## src/rtl/sdram_arb.sv

```systemverilog
// Two-client round-robin arbiter/sequencer in front of sdram_c: grants one burst at a
// time, issues a single wr_req/rd_req pulse, routes read beats back and flags stalls.
module sdram_arb #(
  parameter int TIMEOUT = 64,
  parameter int TW      = 7
) (
  input  logic        clk,
  input  logic        rst_n,
  input  logic        c0_req,
  input  logic        c0_wr,
  input  logic [22:0] c0_addr,
  input  logic [8:0]  c0_cnt,
  input  logic [47:0] c0_wdata,
  output logic        c0_gnt,
  output logic        c0_done,
  output logic [47:0] c0_rdata,
  output logic        c0_rvld,
  input  logic        c1_req,
  input  logic        c1_wr,
  input  logic [22:0] c1_addr,
  input  logic [8:0]  c1_cnt,
  input  logic [47:0] c1_wdata,
  output logic        c1_gnt,
  output logic        c1_done,
  output logic [47:0] c1_rdata,
  output logic        c1_rvld,
  output logic        wr_req,
  output logic        rd_req,
  output logic [22:0] wr_addr,
  output logic [8:0]  wr_cnt,
  output logic [47:0] wr_data,
  input  logic [47:0] rd_data,
  input  logic        rd_vld,
  input  logic        ctrl_busy,
  output logic        err
);

  typedef enum logic [2:0] {
    S_IDLE,
    S_ISSUE,
    S_WAIT,
    S_RUN,
    S_DONE
  } state_t;

  state_t      r_state;
  state_t      w_next;

  logic        r_owner;
  logic        r_last;
  logic        r_wr;
  logic [22:0] r_addr;
  logic [8:0]  r_cnt;
  logic [TW-1:0] r_timer;
  logic [9:0]  r_beat;
  logic        r_tmo;

  logic        r_gnt0;
  logic        r_gnt1;
  logic        r_done0;
  logic        r_done1;
  logic        r_err;
  logic        r_rvld0;
  logic        r_rvld1;
  logic [47:0] r_rdata0;
  logic [47:0] r_rdata1;

  logic        w_any;
  logic        w_sel;
  logic        w_sel_wr;
  logic [22:0] w_sel_addr;
  logic [8:0]  w_sel_cnt;
  logic        w_tmo_hit;
  logic        w_rd_beat;
  logic        w_len_bad;

  // On a tie the client that was not served last wins; r_last resets to 1 so c0 wins first.
  assign w_any      = c0_req | c1_req;
  assign w_sel      = (c0_req & c1_req) ? ~r_last : c1_req;
  assign w_sel_wr   = w_sel ? c1_wr   : c0_wr;
  assign w_sel_addr = w_sel ? c1_addr : c0_addr;
  assign w_sel_cnt  = w_sel ? c1_cnt  : c0_cnt;

  assign w_tmo_hit  = (r_timer == TW'(TIMEOUT - 1));
  assign w_rd_beat  = (r_state == S_RUN) && rd_vld && !r_wr;
  assign w_len_bad  = !r_wr && (r_beat != {1'b0, r_cnt});

  always_comb begin
    // NOTE: assign a default before the case so every path drives w_next and no latch is inferred.
    w_next = r_state;
    case (r_state)
      S_IDLE:  if (w_any) w_next = (w_sel_cnt == '0) ? S_DONE : S_ISSUE;
      S_ISSUE: w_next = S_WAIT;
      S_WAIT: begin
        if (ctrl_busy)      w_next = S_RUN;
        else if (w_tmo_hit) w_next = S_DONE;
      end
      S_RUN:   if (!ctrl_busy) w_next = S_DONE;
      S_DONE:  w_next = S_IDLE;
      default: w_next = S_IDLE;
    endcase
  end

  // NOTE: sequential state uses non-blocking assignments so every flop samples pre-edge values.
  always_ff @(posedge clk or negedge rst_n) begin
    if (!rst_n) r_state <= S_IDLE;
    else        r_state <= w_next;
  end

  always_ff @(posedge clk or negedge rst_n) begin
    if (!rst_n) begin
      r_owner  <= 1'b0;
      r_last   <= 1'b1;
      r_wr     <= 1'b0;
      r_addr   <= '0;
      r_cnt    <= '0;
      r_timer  <= '0;
      r_beat   <= '0;
      r_tmo    <= 1'b0;
      r_gnt0   <= 1'b0;
      r_gnt1   <= 1'b0;
      r_done0  <= 1'b0;
      r_done1  <= 1'b0;
      r_err    <= 1'b0;
      r_rvld0  <= 1'b0;
      r_rvld1  <= 1'b0;
      r_rdata0 <= '0;
      r_rdata1 <= '0;
    end else begin
      r_gnt0  <= 1'b0;
      r_gnt1  <= 1'b0;
      r_done0 <= 1'b0;
      r_done1 <= 1'b0;
      r_err   <= 1'b0;
      r_rvld0 <= 1'b0;
      r_rvld1 <= 1'b0;
      case (r_state)
        S_IDLE: begin
          if (w_any) begin
            r_owner <= w_sel;
            r_wr    <= w_sel_wr;
            r_addr  <= w_sel_addr;
            r_cnt   <= w_sel_cnt;
            r_gnt0  <= ~w_sel;
            r_gnt1  <= w_sel;
          end
        end
        S_ISSUE: begin
          r_timer <= '0;
          r_tmo   <= 1'b0;
        end
        S_WAIT: begin
          r_timer <= r_timer + TW'(1);
          if (!ctrl_busy && w_tmo_hit) r_tmo <= 1'b1;
        end
        S_RUN: begin
          // Read beats reach only the owner; stray or write-phase rd_vld never gets here.
          if (w_rd_beat) begin
            r_beat <= r_beat + 10'd1;
            if (r_owner) begin
              r_rdata1 <= rd_data;
              r_rvld1  <= 1'b1;
            end else begin
              r_rdata0 <= rd_data;
              r_rvld0  <= 1'b1;
            end
          end
        end
        S_DONE: begin
          r_done0 <= ~r_owner;
          r_done1 <= r_owner;
          r_err   <= r_tmo | w_len_bad;
          r_last  <= r_owner;
          r_beat  <= '0;
          r_tmo   <= 1'b0;
        end
        default: ;
      endcase
    end
  end

  assign c0_gnt   = r_gnt0;
  assign c1_gnt   = r_gnt1;
  assign c0_done  = r_done0;
  assign c1_done  = r_done1;
  assign err      = r_err;
  assign c0_rvld  = r_rvld0;
  assign c1_rvld  = r_rvld1;
  assign c0_rdata = r_rdata0;
  assign c1_rdata = r_rdata1;

  assign wr_req   = (r_state == S_ISSUE) &&  r_wr;
  assign rd_req   = (r_state == S_ISSUE) && !r_wr;
  assign wr_addr  = (r_state == S_IDLE) ? '0 : r_addr;
  assign wr_cnt   = (r_state == S_IDLE) ? '0 : r_cnt;
  assign wr_data  = r_owner ? c1_wdata : c0_wdata;

endmodule

```

## config.mk

```make
export PLATFORM = sky130hd
export DESIGN_NAME = sdram_arb
export DESIGN_NICKNAME = d
export VERILOG_FILES = /design/src/rtl/sdram_arb.sv
export SDC_FILE = /design/constraint.sdc
export NUM_CORES = 1
export LEC_CHECK = 0
export ABC_AREA = 1
export CAP_MARGIN = 5
export CELL_PAD_IN_SITES_DETAIL_PLACEMENT = 1
export CELL_PAD_IN_SITES_GLOBAL_PLACEMENT = 1
export CORE_MARGIN = 2
export CORE_UTILIZATION = 30
export CTS_CLUSTER_DIAMETER = 100
export DETAILED_ROUTE_END_ITERATION = 7
export HOLD_SLACK_MARGIN = 0.03
export PLACE_DENSITY_LB_ADDON = 0.25
export SYNTH_ARGS = -nofsm -noshare
export SYNTH_HDL_FRONTEND = slang
export SYNTH_SLANG_ARGS = --single-unit
```

## constraint.sdc

```tcl
create_clock -name clk -period 3.53 [get_ports clk]
set_input_delay 0.706 -clock clk [delete_from_list [all_inputs] [get_ports clk]]
set_output_delay 0.706 -clock clk [all_outputs]
set_load 0.005 [all_outputs]
```

==> results.yml, run 1 <==
critical_path:
  cp_max_fo: 35
  crit_start: "r_state[0]"
  critPathKind: "reg2out"
  arrival_ps: 2450
  end_kind: "output pin"
  reg2reg_from: "r_owner"
  required_ps: 2820
  startpoint_type: "flop"
  r2r_setup_slack_ps: 1270
route:
  route.detailed.drc: 0
  vias_per_cell: 4.55
  top_layer: "met4"
  met1Wirelength_um: 11100
  wl_um: 26900
  drtIter0Drc: 302
  wl_met2_um: 13200
  dr.pass1.iters: 4
  routedWlPerCell_um: 16.0
  ant_nets: 0
  num_vias: 7621
  met3_length_um: 2110
cts:
  clkTransAtPathRegs_ps: 70
  cts_tree: "built"
  clock_sinks: 159
  hold_buffers: 0
  cts.repair.resized: 0
  clk-insertion-delay-late_ps: 430
  cts_root_buf: "clkbuf_16"
  cts_setup_buffers: 0
  h-tree-depth: 4
  cts_buffers: 17
  cts_buffer_depth: 2
logic_synthesis:
  yosysTopAreaCell: "dfrtp_1"
  ys_warn_count: 0
  synth_cell_types: 37
  async_reset_ff_share_pct: 100
  synth_nets: 1168
  synth_edf_count: 0
  yosys_most_used_dff: "dfrtp_1"
  syn_area_um2: 7690
  synthCells: 950
  synth_top_area_share_pct: 51.4
  synth.area.top_cells: "dfrtp_1, nand2_1, inv_1, o21ai_1, nand2_2"
  avgSynthCellArea_um2: 8.09
  yosysSeqAreaShare_pct: 51.8
  ys_ff_latch: 159
die:
  num_io_pins: 401
  die_x_um: 164
  rows: 58
  die_area_um2: 26900
  die_y_um: 164
  core-area_um2: 25200
  initial_core_util_pct: 30.5
timing:
  final.setup.worst_slack_ps: 374
  relSlewSlack_pct: 45.4
  rsz0062_at_grt: "false"
  period_minus_slack_ps: 3160
  finClkSkew_ps: 11.0
  period_share_pct: 89.4
  setup_viol: 0
  worst_pin_slew_ps: 818
  finalMaxSlewViolations: 0
  whs_ps: 243
  hold_viol: 0
  fin_setup_tns_ps: 0
  max_freq_ghz: 0.317
global_route:
  grt_overflow: 0
  grt_pass1_vias: 8074
  grt_usage_pct: 19.9
  antenna_found_initial: 0
  grt_start_max_net_pins: 83
  grt_pass1_wl_um: 42000
layout:
  synthToLayoutAreaGrowth_pct: 63.1
  fin_cells: 1676
  fin_util_pct: 49.8
  antenna-diode-count: 0
  stdcell_area_um2: 12500
  drive_gt1_share_pct: 8.62
  layout.nets: 1551
power:
  p_per_area_nw_per_um2: 765
  ir_drop_v: 0.000288
  finalPower_mw: 9.59
  leakage_nw: 5.84
run:
  max_cap_viol_count: 0
placed_design:
  post-place-ws_ps: 563
  place_inst: 1644
  io_buffers: 400
  dp_hpwl_um: 20600
  placed_cell_area_um2: 12000
  gp_congestion: 0.759
worst_hold_path:
  hp-class: "in2async"
status:
  status: "finished, final reports clean"
routing by layer:
metal  up-vias  track usage, %
met2       275            33.8
met3        33            6.11
li1       3740               -
met1      3573            24.2
met5         -               0
met4         0            6.10
cell type report:
| type | instances | area (um2) |
|---|---|---|
| clock buffers | 18 | 439 |
| clock inverters | 14 | 140 |
| fillers | 2988 | 12600 |
| inverters | 119 | 459 |
| multi-input cells | 626 | 2980 |
| flip-flops and latches | 159 | 3980 |
| well taps | 330 | 413 |
| repair buffers | 410 | 4130 |
worst max-delay path, cell delays in order, from the launching register on:
cell             delay [ps]
dfrtp_1                 420
nor2_1                   80
nand2_1                 190
clkinvlp_4              510
nor2_1                  290
clkdlybuf4s50_1         540
final timing paths:
| check | end | depth (start not counted) |
|---|---|---|
| min reg2reg | r_timer[6] | 1 |
| min in group clk | r_timer[6] | 1 |
| max | wr_cnt[2] | 5 |
| max in group asynchronous | c1_rdata[44] | 2 |
| min | c1_rdata[11] | 1 |
| max reg2reg | c1_rdata[0] | 7 |
cells by family (layout without fill, tap and decap cells):
| logic type | after synthesis | after routing | share of synthesized area [%] |
|---|---|---|---|
| AND/OR/NAND/NOR | 454 | 454 | 25.2 |
| buffers and inverters | 165 | 561 | 9.63 |
| AO/OA/AOI/OAI | 163 | 163 | 12.3 |
| flip-flops | 159 | 159 | 51.8 |
| XOR/XNOR | 6 | 6 | 0.683 |
| adder cells (fa/ha/maj) | 2 | 2 | 0.325 |
| multiplexers | 1 | 1 | 0.146 |
sequential cells by signal (all words and copies together), names as in the netlist, 3 cells and up:
signal / flops
r_addr: 23
r_state: 3
r_beat: 10
c0_rdata: 48
c1_rdata: 48
r_timer: 7
r_cnt: 9
placed cells by master (no fill, tap or decap), drive strengths merged, types with 3 or more instances in the layout:
cell,count
inv,128
o22ai,5
a21oi,11
xor2,4
buf,11
nand2,345
clkinv,3
clkbuf,18
clkdlybuf4s50,399
o211ai,20
nand4,6
nand3b,5
nor3,8
nand3,23
o21ai,124
nor2,67
dfrtp,158
cells in the mapped netlist, types with 2 or more instances:
library cell  instances
a21oi_1              11
buf_1                 4
buf_2                15
buf_6                 9
buf_8                 2
clkbuf_1             14
dfrtp_1             158
ha_1                  2
inv_1               112
inv_2                 4
nand2_1             304
nand2_2              41
nand3_1              22
nand3b_1              5
nand4_1               6
nor2_1               64
nor2_8                3
nor3_1                7
o211ai_1             20
o21ai_0              42
o21ai_1              66
o21ai_2              16
o22ai_1               5
xnor2_1               2
xor2_1                4
power breakdown:
group          internal, mW  total [mW]  switching [mW]  leakage, nW
logic                  2.60        4.69            2.09         3.50
registers              2.61        3.07           0.459         2.05
clock network         0.965        1.84           0.876        0.287
Power figures use the tool's default switching activity.
==> run 2: changes to the inputs <==
Settings changed: GPL_ROUTABILITY_DRIVEN set to 0.
==> results of run 2 <==
No change in the layout: final DEF, timing and power equal those of run 1.
==> run 3: changes to the inputs <==
Settings changed: CORE_UTILIZATION 30 to 25.
Clock period 3.53 ns to 2.83 ns, I/O delays scaled along.
==> results.yml, run 3 (synthesis results as in run 1) <==
cts:
  clk-insertion-delay-late_ps: 430
  clkTransAtPathRegs_ps: 70
  cts_root_buf: "clkbuf_16"
  h-tree-depth: 4
  cts_setup_buffers: 0
  cts_buffer_depth: 2
  cts_tree: "built"
  clock_sinks: 159
  cts_buffers: 17
layout:
  multi_input_area_um2: 2980
  stdcell_area_um2: 12700
  n_fill_cell: 3615
  seq_area_um2: 3980
  drive_gt1_share_pct: 8.69
  antenna-diode-count: 0
  layout_common_cells: "clkdlybuf4s50_1, nand2_1, dfrtp_1"
  layout.nets: 1553
  fin_cells: 1743
  synthToLayoutAreaGrowth_pct: 65.0
  final_common_cell: "clkdlybuf4s50_1"
critical_path:
  required_ps: 2260
  critPathKind: "reg2out"
  cp_max_fo: 35
  arrival_ps: 2110
  startpoint_type: "flop"
  end_kind: "output pin"
placed_design:
  post-place-ws_ps: 404
  placed_cell_area_um2: 12100
  place_inst: 1712
  dp_hpwl_um: 20700
  io_buffers: 400
die:
  initial_core_util_pct: 25.3
  rows: 64
  num_io_pins: 401
  die_y_um: 179
  core-area_um2: 30400
  die_area_um2: 32200
  die_x_um: 179
run:
  max_cap_viol_count: 0
global_route:
  antenna_found_initial: 0
  grt_pass1_wl_um: 41500
  grt_usage_pct: 16.5
  grt_pass1_vias: 7910
  grt_overflow: 0
  grt_start_max_net_pins: 97
route:
  ant_nets: 0
  num_vias: 7562
  vias_per_cell: 4.34
  routedWlPerCell_um: 15.5
  drtIter0Drc: 352
  route.detailed.drc: 0
  wl_um: 27000
  dr.pass1.iters: 5
timing:
  finClkSkew_ps: 15.9
  hold_viol: 0
  fin_setup_tns_ps: 0
  relSlewSlack_pct: 57.7
  period_minus_slack_ps: 2680
  setup_viol: 0
  worst_pin_slew_ps: 635
  final.setup.worst_slack_ps: 154
  rsz0062_at_grt: "false"
  period_share_pct: 94.6
  whs_ps: 93.2
  max_freq_ghz: 0.374
  finalMaxSlewViolations: 0
power:
  leakage_nw: 5.86
  p_per_area_nw_per_um2: 951
  ir_drop_v: 0.000400
worst_hold_path:
  hp-class: "in2async"
status:
  status: "finished, final reports clean"
==> run 3: cell count changes in the layout (fill, tap and decap cells not counted), sizes merged <==
cell,before,now
buf,11,13
bufinv,0,1
clkinv,3,7
clkinvlp,2,1
inv,128,123
==> run 3: final timing paths <==
path / from / to / slack (ps) / cells after the start
max: r_state[0] / wr_cnt[2] / 150 / 6
min: rst_n / c0_rdata[15] / 90 / 1
max in group asynchronous: rst_n / r_last / 1950 / 2
max reg2reg: r_last / r_state[0] / 900 / 9
min reg2reg: r_timer[6] / r_timer[6] / 470 / 1
min in group clk: r_timer[6] / r_timer[6] / 470 / 1
==> run 3: area by class of cell <==
type	instances	share of cell area [%]
clock inverters	13	1.17
clock buffers	18	3.46
flip-flops and latches	159	31.4
well taps	396	3.91
repair buffers	412	33.0
inverters	119	3.59
multi-input cells	626	23.5
==> run 3: power breakdown <==
group | internal, mW | leakage [nW] | switching (mW) | total, mW
logic | 3.30 | 3.53 | 2.62 | 5.92
clock network | 1.27 | 0.286 | 1.04 | 2.31
registers | 3.25 | 2.05 | 0.579 | 3.83
==> run 3: metrics by stage <==
step | utilization, % | total power, mW
after floorplan | - | 6.18
after global placement | 39.7 | 9.76
after detailed placement | 39.7 | 9.89
after CTS | 41.7 | 12.3
after global routing | 41.7 | 13.1
final | 41.7 | 12.1
==> run 3: timing repair <==
action,CTS,global route
endpoints found under the hold margin,0,0
endpoints found under the setup margin,0,8
resized for setup,0,1
hold buffers,0,0
==> run 3: layer usage <==
metal	part of all wire (%)	vias up	GRT usage [%]
met2	47	258	27.0
met4	1.1	0	4.27
li1	-	3739	-
met3	8.6	22	5.32
met5	0	-	0
met1	44	3543	21.0
==> run 3: worst max-delay path: stages (launching register included) <==
cell and delay [ps]:
dfrtp_1 420, nor2_1 90, nand2_2 130, clkinv_1 120, buf_12 190, nor2_1 190
clkdlybuf4s50_1 540
==> edit 1, RTL diff (flow settings as in run 3) <==
Change the parameter `TW` from 7 to 6.
--- a/src/rtl/sdram_arb.sv
+++ b/src/rtl/sdram_arb.sv
@@ -2,7 +2,7 @@
 // time, issues a single wr_req/rd_req pulse, routes read beats back and flags stalls.
 module sdram_arb #(
   parameter int TIMEOUT = 64,
-  parameter int TW      = 7
+  parameter int TW      = 6
 ) (
   input  logic        clk,
   input  logic        rst_n,
Behaviour: no difference found for any inputs over 4 cycles, from zero or initial values and one cycle with rst_n low; that may be too few to reach the edited logic, so the function may still have changed.
==> edit 1 against run 3 <==
  * Worst setup slack improved by 0.038 ns
  * Count of clock-buffer cells in the layout shrank 1
  * Core utilization grew 0.60 points
  * Synthesized area is 3.2% lower
  * Routed wire length is 13% higher
  * Global-route usage up 2.9 points
  * Total power is 0.71% higher
  * Die area shrank 3.1%
  * Sequential cell count decreased by 1
  * Design area down 1.7%
==> edit 1: results (changes against run 3) <==
Parameter                              Value

Yosys
  Sequential share of the synthesized area    53.13% (+1.4 points)
  Post-Syn Instances    955 (+0.53%)
  Syn_nets    1173 (+0.43%)
  Post-synth cell types    29 (-22%)
  Cell types with the highest counts after synthesis    360 x nand2_1, 157 x dfrtp_1, 112 x inv_1
  Top area cells in the synthesized netlist    dfrtp_1 53%, nand2_1 18%, inv_1 5.6%, o21ai_1 5.4%, nor2_1 3.2%

Cells and area
  Post-layout instance count excluding filler cells    1750 (+0.40%)
  Net total in the final layout    1562 (+0.58%)
  Filler Cell Count    3509 (-2.9%)

Critical path
  Largest stage delay on the critical path    0.60 ns (+0.06 ns)
  Startpoint of the most critical setup path    r_state[1]
  Arrival time worst endpoint    2.07 ns (-0.04 ns)
  Depth of the worst register-to-register path    10 (+1)

Detailed routing
  Number of iterations in the first detailed-routing pass    4 (-1)
  Routed met2 length    15.72 mm (+25%)
  Number of DRC markers after the initial detailed-route iteration    275 (-22%)
  DRT met1 WL    11.00 mm (-6.8%)
  Detail-routed via count per cell    4.450 (+2.6%)
  Average detailed-routed wire length per instance    17.36 um (+12%)
  Met3 wire length    2.476 mm (+7.2%)

Pwr
  Maximum VDD drop    0.0004446 V (+11%)
  Leak pwr    5.793 nW (-1.2%)

STA
  Clock skew    0.01284 ns (-0.003051 ns)
  Headroom to the max-slew limit    51.94% (-5.8 points)

Global routing
  Via count of the first global-routing pass    8301 (+4.9%)
  First-pass GRT wire length    46.16 mm (+11%)
  GR Util All Layers    19.38% (+2.9 points)

Place
  Dpl cells    1715 (+0.18%)
  Placed wire-length estimate    24.23 mm (+17%)

Outcome
  Status    finished clean

Clocking
  PostCTS Resize Cnt    1 (+1)
## edit 1: kinds of logic (layout without fill, tap and decap cells)
| family | Yosys count | count (layout) | share of synthesized area [%] |
|---|---|---|---|
| flip-flops | 158 | 158 | 53.13 |
| buffers and inverters | 164 | 566 | 9.546 |
| adder cells (fa/ha/maj) | 2 | 2 | 0.3361 |
| AND/OR/NAND/NOR | 470 | 470 | 25.19 |
| other | 0 | 3 | 0 |
| AO/OA/AOI/OAI | 161 | 161 | 11.80 |
## edit 1: how the worst min path moves through the flow
stage                       from      endpoint  slack, ns  cells past startpoint
global placement    c0_rdata[17]  c0_rdata[17]       0.47                      2
finish                     rst_n  c1_rdata[18]       0.08                      1
floorplan                  rst_n       c0_done       0.27                      0
detailed placement  c0_rdata[14]  c0_rdata[14]       0.47                      2
CTS                        rst_n  c1_rdata[18]        0.1                      1
global route               rst_n  c1_rdata[18]       0.10                      1
## edit 1: report_power, final
group	internal [W]	total, W	switching, W
registers	0.00324	0.00375	0.000509
clock network	0.00119	0.00229	0.00110
logic	0.00325	0.00611	0.00286
## edit 1: final cells by class
class | count | share of cell area, %
well taps | 390 | 3.914
diodes | 3 | 0.06022
multi-input cells | 633 | 22.41
flip-flops and latches | 158 | 31.73
clock inverters | 15 | 1.375
clock buffers | 17 | 3.412
repair buffers | 416 | 33.52
inverters | 118 | 3.573
## edit 1: per-layer routing
metal / global-route usage [%] / vias to the layer above
met2: 35.66 / 294
li1: - / 3773
met3: 6.589 / 46
met5: 0 / -
met4: 8.471 / 0
met1: 19.82 / 3674
## edit 1: stage by stage
step | setup WS (ns) | cell area, um2
5_1_grt | 0.03920 | 12460
2_1_floorplan | 1.005 | 7445
4_1_cts | 0.02567 | 12450
3_5_place_dp | 0.2964 | 11850
3_3_place_gp | 0.4196 | 11850
6_report | 0.1912 | 12470
==> edit 2, RTL diff (config.mk and constraints of run 3) <==
Without the edit above. Re-encode `state_t` (5 states) as one-hot, 5 bits wide.
--- a/src/rtl/sdram_arb.sv
+++ b/src/rtl/sdram_arb.sv
@@ -35,12 +35,12 @@
   output logic        err
 );
 
-  typedef enum logic [2:0] {
-    S_IDLE,
-    S_ISSUE,
-    S_WAIT,
-    S_RUN,
-    S_DONE
+  typedef enum logic [4:0] {
+    S_IDLE  = 5'b00001,
+    S_ISSUE = 5'b00010,
+    S_WAIT  = 5'b00100,
+    S_RUN   = 5'b01000,
+    S_DONE  = 5'b10000
   } state_t;
 
   state_t      r_state;
Formal check against the unedited RTL: same outputs for any inputs over 4 cycles, from zero or initial values and one cycle with rst_n low; so few cycles prove little.
==> edit 2 against run 3 <==
  * Worst setup slack lost 0.017 ns
  * Design area shrank 0.55%
  * Clock skew shrank 0.0054 ns
  * Synthesized area decreased by 1.9%
  * Core utilization up 0.76 points
  * Routed wire length grew 6.1%
  * Critical endpoint is now wr_addr[20]
  * Synthesized cell count is 1.7% higher
  * Sequential cell count is 2 higher
  * Total power is 19% lower
  * Count of clock-buffer cells in the layout is the same
==> edit 2: results (changes against run 3) <==
Parameter                              Value

Outcome
  Status    finished clean

Cells and area
  Net total in the final layout    1580 (+1.7%)
  Multi-In Gates    638 (+1.9%)
  Number of signal-net buffers in the layout    423 (+2.7%)
  Layout inverter count without the clock tree    121 (+1.7%)
  Ratio of cells with drive above 1 in the final layout    4.945% (-3.7 points)
  Final Cell Area    0.01262 mm2 (-0.55%)
  Number of diodes added for antenna fixing    1 (+1)
  Clock-cell share of area    4.691% (+0.056 points)

Pwr
  Maximum VDD drop    0.0003894 V (-2.6%)
  Gate power share    45.0% (-4.1 points)
  Sequential power    0.00302 W (-21%)

Detailed routing
  Average detailed-routed wire length per instance    16.22 um (+4.7%)
  DRT met1 WL    11.39 mm (-3.5%)
  Number of iterations in the first detailed-routing pass    6 (+1)
  Routed met2 length    14.49 mm (+15%)
  Detail-routed via count per cell    4.330 (-0.21%)
  Number of DRC markers after the initial detailed-route iteration    412 (+17%)

Place
  Placed wire-length estimate    22.38 mm (+8.1%)
  Dpl cells    1730 (+1.1%)
  Placed standard-cell area    0.01199 mm2 (-0.89%)
  Post-place setup slack    0.4194 ns (+0.01556 ns)

Yosys
  Post-Syn Instances    966 (+1.7%)
  Post-synthesis mux area share    0% (-0.15 points)
  Sequential share of the synthesized area    53.42% (+1.7 points)
  Syn_nets    1184 (+1.4%)
  Xor and xnor area share after synthesis    0.2321% (-0.45 points)
  Post-synth cell types    31 (-16%)

STA
  Slew of the pin with the lowest slew margin    0.5682 ns (-0.06642 ns)

Global routing
  GR Util All Layers    18.14% (+1.7 points)
  Global Route met2 Usage    32.70% (+5.7 points)
[edit 2: cell count changes in the layout (fill, tap and decap cells not counted), moves of 5 or more]
cell,before,now
nand2_1,303,365
nand2_2,42,1
o21ai_2,16,0
buf_4,5,18
o21ai_0,42,52
nand3_1,22,13
a21oi_1,10,16
inv_1,112,118
o21ai_1,66,60
nand4_1,6,11
[edit 2: worst paths after layout]
kind	from	to	slack [ns]	cells after the start
max	r_state[0]	wr_addr[20]	0.14	7
min	rst_n	c1_rdata[37]	0.08	1
max reg2reg	r_owner	c0_rdata[31]	0.94	6
min reg2reg	c1_rdata[6]	c1_rdata[6]	0.49	2
max in group asynchronous	rst_n	c1_rdata[31]	1.93	2
min in group clk	c1_rdata[6]	c1_rdata[6]	0.49	2
[edit 2: timing repair]
action,CTS,global route
setup endpoints to repair,0,39
gates resized for setup,0,3
setup buffers,0,3
hold buffers,0,0
